`src/rtl/dds_nco.sv`:
```
// Phase-accumulating NCO front end for a registered sine ROM.
// Drives the ROM address, scales the returned word by amp and emits one sample per step.
module dds_nco #(
    parameter int PHASE_WIDTH = 30,
    parameter int ADDR_WIDTH  = 8,
    parameter int DATA_WIDTH  = 16
) (
    input  logic                   clk,
    input  logic                   reset_n,
    input  logic                   en,
    input  logic                   tick,
    input  logic                   clear,
    input  logic [PHASE_WIDTH-1:0] ftw,
    input  logic [PHASE_WIDTH-1:0] phase_off,
    input  logic [DATA_WIDTH-1:0]  amp,
    output logic [ADDR_WIDTH-1:0]  rom_addr,
    input  logic [DATA_WIDTH-1:0]  rom_data,
    output logic [DATA_WIDTH-1:0]  sample,
    output logic                   sample_valid,
    output logic                   wrap
);

    localparam int PW = PHASE_WIDTH;
    localparam int AW = ADDR_WIDTH;
    localparam int DW = DATA_WIDTH;

    logic [PW-1:0]   phase;
    logic [PW-1:0]   phase_sum;
    logic [PW-1:0]   phase_nxt;
    logic            carry;
    logic            step;
    logic            s1;
    logic            s2;
    logic            c1;
    logic            c2;
    logic [2*DW:0]   rom_ext;
    logic [2*DW:0]   amp_ext;
    logic [2*DW:0]   prod;
    logic            prod_unused;

    assign step = tick & en & ~clear;
    assign phase_sum = phase + phase_off;
    assign {carry, phase_nxt} = {1'b0, phase} + {1'b0, ftw};

    // Both operands widened to the full product width so the
    // truncated multiply equals the exact signed product.
    assign rom_ext = {{(DW+1){rom_data[DW-1]}}, rom_data};
    assign amp_ext = {{(DW+1){1'b0}}, amp};
    assign prod = rom_ext * amp_ext;

    assign prod_unused = ^{prod[2*DW], prod[DW-1:0], phase_sum[PW-AW-1:0]};

    always_ff @(posedge clk or negedge reset_n) begin
        if (!reset_n) begin
            phase    <= '0;
            rom_addr <= '0;
        end else if (clear) begin
            phase <= '0;
        end else if (step) begin
            phase    <= phase_nxt;
            rom_addr <= phase_sum[PW-1 -: AW];
        end
    end

    always_ff @(posedge clk or negedge reset_n) begin
        if (!reset_n) begin
            s1           <= 1'b0;
            s2           <= 1'b0;
            c1           <= 1'b0;
            c2           <= 1'b0;
            sample_valid <= 1'b0;
            wrap         <= 1'b0;
            sample       <= '0;
        end else begin
            s1           <= step;
            c1           <= step & carry;
            s2           <= s1;
            c2           <= c1;
            sample_valid <= s2;
            wrap         <= s2 & c2;
            if (s2) begin
                sample <= prod[2*DW-1:DW];
            end
        end
    end

endmodule

```
`config.mk`:
```
export PLATFORM = sky130hd
export DESIGN_NAME = dds_nco
export DESIGN_NICKNAME = d
export VERILOG_FILES = /design/src/rtl/dds_nco.sv
export SDC_FILE = /design/constraint.sdc
export NUM_CORES = 1
export LEC_CHECK = 0
export CAP_MARGIN = 20
export CORE_ASPECT_RATIO = 1.1
export CORE_MARGIN = 4
export CORE_UTILIZATION = 60
export DETAILED_ROUTE_END_ITERATION = 8
export PLACE_DENSITY = 0.83
export SYNTH_ARGS = -nofsm -noshare
export SYNTH_HDL_FRONTEND = slang
export SYNTH_SLANG_ARGS = --single-unit
```
`constraint.sdc`:
```
create_clock -name clk -period 3.13 [get_ports clk]
set_input_delay 0.313 -clock clk [delete_from_list [all_inputs] [get_ports clk]]
set_output_delay 0.313 -clock clk [all_outputs]
set_load 0.05 [all_outputs]
```
==> impl_metrics.toml, run 1 <==
[finish]
fin_cells = 1966
design_area_um2 = 16200
drive_gt1_share_pct = 19.1
diodes = 0
syn_to_final_growth_pct = 26.6
fin_nets = 2139
n_fill_cell = 1347

[placed_design]
routabilityCongestion = 0.962
post-place-ws_ns = -3.40
dp.cells = 1924
portBuffers = 122
placed_area_um2 = 15400
dp_hpwl_um = 28400

[worst_setup_path]
crit_chain = "clkdlybuf4s15_2 > buf_6 > buf_4 > nand2_1 > fa_1 > fa_1 > inv_1 > fa_1 > fa_1 > fa_1 > inv_1 > fa_1 > inv_1 > ha_4 > and3_4 > nand3_4 > buf_6 > o31ai_4 > buf_6 > nor4_4 > nor4b_2 > a21oi_1 > mux2_2"
critPathArrivalTime_ns = 5.97
cpMaxStageDelayCell = "fa_1"
crit_fanout = 8
max_stage_delay_ns = 0.60
critical_path_class = "in -> reg"
cp.required_ns = 3.35
end_kind = "flip-flop"
critical_path.startpoint_type = "input port"
cpLargestDelayFamily = "adder cells"
crit_top_cell = "fa_1"
cp.buffers_inverters = 8

[yosys]
synth.cell_area_um2 = 12800
yosysWarnings = 0
ys_seq_elements = 60
ys_seq_area_share_pct = 11.7
synth_flop_cell = "dfrtp_1"
synth_edf_count = 0
synth_cells = 1429
synth_fp_nets = 1892
synth-async-reset-ratio_pct = 100
ys_types = 64
syn_area_per_cell_um2 = 8.95

[floorplan]
core_area_um2 = 20800
num_rows = 55
ios = 123
start_util_pct = 61.6
die_w_um = 147
dieArea_um2 = 23700
die_height_um = 161

[power]
internal_power_uw = 9890
clkPwrFrac_pct = 4.8
power_switching_uw = 9070
power_density_nw_per_um2 = 1170
pwr-share-seq_pct = 5.6
leakage_uw = 0.00834
power_frac_comb_pct = 89.5
power.total_uw = 19000
ir_drop_mv = 1.23
p_sw_share_pct = 47.8

[timing]
hold_viol = 0
slew_violations = 0
timing.final.crit_share_pct = 184
worst_clock_skew_ns = 0.00684
tightest_slew_ns = 0.802
fin_setup_tns_ns = -39.20
fin_ws_ns = -2.62
maxSlewHeadroom_pct = 46.6
fmax_ghz = 0.174
rsz0062_at_grt = "true"
setup_viol = 16
post-route-min-period_ns = 5.75

[grt]
antenna_found_initial = 0
grt_max_degree = 41
grt_pass1_vias = 12331
grt_use_total_pct = 30.4
gr-total-overflow = 0
grt_pass1_wl_um = 58800

[route]
vias_per_cell = 5.79
drcViolationCount = 0
initialDrtViolationCount = 761
detail-route-antenna-nets = 0
routed-via-count = 11387
wl_per_cell_um = 18.8
wl_um = 36900
dr.pass1.iters = 5

[job]
max_cap_violations = 0

[clock_tree]
cts-root-buf = "clkbuf_16"
clock_latency_ns = 0.33
cts_max_path_buffers = 2
clk_pin_slew_ns = 0.06
cts_tree = "done"
cts.sinks = 60
htreeDepth = 3
cts-buffers-inserted = 9

[run_status]
status = "finished with violations"
violations = "setup timing"

[hold_path]
hold_path_class = "reg -> reg"
==> worst reg2reg max path: stages, from the launching register on <==
cell and delay [ns]:
dfrtp_1 0.41, ha_1 0.35, nand2_1 0.10, nor3_1 0.31
o211ai_1 0.19, a2111oi_1 0.76, or2_1 0.22, a31oi_1 0.13
a211oi_1 0.28, o31ai_1 0.11
==> power groups by stage <==
stage,Combinational [uW],Clock (uW),Sequential [uW]
2_1_floorplan,9550,0,1490
3_3_place_gp,14000,0,1080
3_5_place_dp,14600,0,1080
4_1_cts,16000,926,1070
5_1_grt,18700,965,1090
6_report,17000,914,1070
==> worst paths after layout <==
kind	slack, ns	to	cells past startpoint	startpoint
min in group asynchronous	0.53	rom_addr[3]	2	reset_n
max in group asynchronous	1.70	phase[12]	3	reset_n
min reg2reg	0.35	c2	0	c1
max reg2reg	0.12	phase[24]	9	phase[8]
min	0.35	c2	0	c1
max	-2.62	sample[9]	23	amp[11]
==> flip-flops by register name (all words and copies together), names as in the netlist <==
| name | count |
|---|---|
| wrap | 1 |
| c2 | 1 |
| s1 | 1 |
| rom_addr | 8 |
| phase | 30 |
| sample | 16 |
| sample_valid | 1 |
| s2 | 1 |
| c1 | 1 |
==> metal layers <==
layer / wire [um] / share of wire [%] / up-vias / GRT usage [%]
li1: - / - / 5106 / -
met1: 13300 / 36 / 5462 / 36.6
met2: 18500 / 50 / 637 / 53.7
met3: 3070 / 8.3 / 182 / 5.44
met4: 2020 / 5.5 / 0 / 12.9
met5: 0 / 0 / - / 0
==> cell usage in the layout (no fill, tap or decap), types with 6 or more instances in the layout <==
master           netlist  final
inv_1                255    234
fa_1                 194    179
nand2_1              182    176
ha_1                 172    159
buf_4                  0    127
and2_1               119     96
clkdlybuf4s50_1        0     90
dfrtp_1               60     60
o21ai_0               55     53
a21oi_1               51     45
a21o_1                33     33
nor2_1                32     31
xnor2_1               30     29
buf_6                  2     27
and2_4                 0     23
inv_2                  0     21
nand3_1               17     16
xor2_1                16     15
fa_2                   0     15
ha_4                   0     12
a211oi_1              13     11
buf_2                  0     11
clkbuf_2               0     11
mux2_2                13     10
nand4_1                9      9
clkbuf_16              0      9
o21bai_1               8      8
and3_1                10      8
a31oi_1               10      8
o211ai_1               7      7
nor2b_1                7      7
nand2b_1               6      6
o21a_1                 6      6
o21ai_1                4      6
==> synth_stat cells, types with 7 or more instances <==
cell type | n | area share [%]
a211oi_1 | 13 | 0.76
ha_1 | 172 | 17
nand2_1 | 182 | 5.3
nand3_1 | 17 | 0.66
nand4_1 | 9 | 0.44
nor2b_1 | 7 | 0.34
mux2_2 | 13 | 1.1
o21ai_0 | 55 | 2.2
dfrtp_1 | 60 | 12
a31oi_1 | 10 | 0.49
nor2_1 | 32 | 0.94
o21bai_1 | 8 | 0.47
o211ai_1 | 7 | 0.41
a21oi_1 | 51 | 2.0
xor2_1 | 16 | 1.1
and2_1 | 119 | 5.8
xnor2_1 | 30 | 2.1
and3_1 | 10 | 0.49
a21o_1 | 33 | 1.9
clkbuf_1 | 44 | 1.3
fa_1 | 194 | 30
inv_1 | 255 | 7.5
==> per-stage QoR <==
| step | utilization [%] | hold WS, ns |
|---|---|---|
| after CTS | 77.3 | 0.353 |
| final | 77.9 | 0.350 |
| after floorplan | - | 0.0174 |
| after detailed placement | 74.0 | 0.337 |
| after global placement | 74.0 | 0.332 |
| after global routing | 77.9 | 0.359 |
==> timing repair <==
item                                    CTS  global route
hold buffers                              1             0
gates resized for setup                 129            84
buffers inserted                         14             8
gates cloned                              6             0
endpoints found under the setup margin   16            17
endpoints found under the hold margin    17             0
pin swaps                                46            61
==> kinds of logic after synthesis <==
logic type / Yosys count / share of synthesized area [%]
AND/OR/NAND/NOR: 408 / 15.8
flip-flops: 60 / 11.7
AO/OA/AOI/OAI: 234 / 12.0
XOR/XNOR: 46 / 3.15
multiplexers: 14 / 1.22
adder cells (fa/ha/maj): 366 / 47.2
buffers and inverters: 301 / 8.95
==> area by class of cell <==
class                      instances  area, um2  share of cell area (%)
clock buffer                       9        225                    1.39
sequential                        60       1500                    9.27
clock inverter                     7       51.3                   0.317
multi-input combinational       1068      10600                    65.5
tap                              285        357                    2.20
inverter                         255        957                    5.91
timing repair buffer             282       2500                    15.4
Power figures use the tool's default switching activity.
==> inputs of run 2 (changes only) <==
Settings changed: SETUP_SLACK_MARGIN from default to 0.4.
==> impl_metrics.toml, run 2 (synthesis results as in run 1) <==
[run_status]
status = "finished with violations"
violations = "setup timing"

[worst_setup_path]
reg2reg_slack_ns = 0.37
r2r_cells = 10
critPathArrivalTime_ns = 5.92
cp.required_ns = 3.34
cpMaxStageDelayCell = "fa_2"
max_stage_delay_ns = 0.57
crit_chain = "buf_6 > buf_6 > buf_12 > and2_4 > fa_1 > inv_2 > fa_2 > fa_2 > inv_2 > fa_2 > fa_1 > inv_2 > fa_1 > inv_2 > ha_4 > and4_4 > nand3_4 > buf_6 > o31ai_4 > buf_4 > nor4_2 > nor4b_2 > a21oi_1 > mux2_4"
crit_top_cell = "inv_2"
crit_fanout = 4
cp.buffers_inverters = 9
rr_startpoint = "phase[0]"
critical_path.startpoint_type = "input port"
critical_path_class = "in -> reg"
cpLargestDelayFamily = "adder cells"
r2r_end = "phase[26]"
end_kind = "flip-flop"

[clock_tree]
cts-buffers-inserted = 9
htreeDepth = 3
clk_pin_slew_ns = 0.06
cts_tree = "done"
clock_latency_ns = 0.34
cts-root-buf = "clkbuf_16"
cts_max_path_buffers = 2
cts.sinks = 60

[route]
drcViolationCount = 0
wl_um = 36800
initialDrtViolationCount = 701
vias_per_cell = 5.75
dr.pass1.iters = 5
detail-route-antenna-nets = 0
routed-via-count = 11336
wl_per_cell_um = 18.6

[hold_path]
hold_path_class = "reg -> reg"
holdPathStages = 0
hp-start = "c1"
hold_path_end = "c2"

[grt]
groute.layer.met3.usage_pct = 5.53
grt_pass1_vias = 12363
busiest_layer = "met2"
grt_pass1_wl_um = 59400
grt_use_total_pct = 30.7
grt_use_met1_pct = 37.3
grt_max_degree = 41
gr-total-overflow = 0
use_met2_pct = 54.0
antenna_found_initial = 0

[job]
max_cap_violations = 0

[timing]
worst_clock_skew_ns = 0.00859
fin_ws_ns = -2.58
hold_viol = 0
maxSlewHeadroom_pct = 45.2
fmax_ghz = 0.175
setup_viol = 16
post-route-min-period_ns = 5.71
timing.final.crit_share_pct = 182
slew_violations = 0
fin_setup_tns_ns = -39.03
whs_ns = 0.352
tightest_slew_ns = 0.821
rsz0062_at_grt = "true"

[placed_design]
post-place-ws_ns = -3.40
dp_hpwl_um = 28400
routabilityCongestion = 0.962
portBuffers = 122
dp.cells = 1924

[finish]
final_util_pct = 79.5
syn_to_final_growth_pct = 29.1
fin_nets = 2145
final_cell_mix = "inv_1, fa_1, nand2_1"
drive_gt1_share_pct = 21.1
fin_cells = 1972
layout_commonest_cell = "inv_1"
top_regs = "phase: 30 flops, sample: 16 flops, rom_addr: 8 flops"
regMostFlops = "phase"
largest_reg_flops = 30
diodes = 0

[floorplan]
start_util_pct = 61.6
num_rows = 55
die_height_um = 161
ios = 123
dieArea_um2 = 23700
die_w_um = 147
core_area_um2 = 20800

[power]
leakage_uw = 0.00846
ir_drop_mv = 1.25
power_density_nw_per_um2 = 1180
run 2: cell types whose count changed in the layout (fill, tap and decap cells not counted), sizes merged:
cell | before | now
clkdlybuf4s50 | 90 | 88
dlymetal6s2s | 0 | 2
dlygate4sd2 | 4 | 3
buf | 170 | 176
clkdlybuf4s15 | 4 | 3
clkbuf | 20 | 22
bufbuf | 1 | 2
clkdlybuf4s18 | 1 | 0
run 2: area by class of cell:
class	count	area [um2]
multi-input combinational	1068	10900
fill	1288	4270
timing repair buffer	288	2560
sequential	60	1500
inverter	255	957
tap	285	357
clock buffer	9	225
clock inverter	7	51.3
run 2: worst max path at each step:
stage                      end         start  slack [ns]  depth (start not counted)
floorplan           sample[13]  rom_data[13]       -2.55                         21
detailed placement  sample[13]  rom_data[10]       -3.40                         21
CTS                  sample[9]   rom_data[5]       -2.62                         24
global route         sample[9]  rom_data[10]       -2.68                         22
global placement    sample[13]  rom_data[10]       -3.35                         21
finish               sample[9]        amp[8]       -2.58                         24
run 2: per-stage QoR:
step,total power [uW],cell area [um2]
global placement,15100,15400
detailed placement,15600,15400
CTS,18000,16100
finish,19400,16500
floorplan,11000,13200
global route,21200,16500
run 2: what timing repair did:
action / 4_1_cts / 5_1_grt
cloned: 6 / 0
hold buffers: 1 / 0
hold endpoints to repair: 17 / 0
pin swaps: 50 / 81
buffers inserted: 16 / 9
endpoints found under the setup margin: 28 / 33
resized for setup: 139 / 127
run 2: routing by layer:
| metal | share of wire (%) | wire (um) | vias to the layer above |
|---|---|---|---|
| met5 | 0 | 0 | - |
| met3 | 7.5 | 2760 | 153 |
| met1 | 37 | 13700 | 5527 |
| li1 | - | - | 5119 |
| met2 | 50 | 18500 | 537 |
| met4 | 4.9 | 1780 | 0 |
run 2: worst register-to-register path: cells and delay by family (launching register included):
kind / cells / cell delay, ns
adders and majority gates: 2 / 0.61
and+or+nand+nor: 1 / 0.36
AOI/OAI and AO/OA: 6 / 1.05
DFF: 1 / 0.42
xor gates and xnor gates: 1 / 0.19
run 2: power breakdown:
group / leakage, uW / switching, uW / internal (uW) / total (uW)
clock: 0.000132 / 380 / 538 / 919
combinational: 0.00755 / 8800 / 8650 / 17400
sequential: 0.000779 / 120 / 952 / 1070
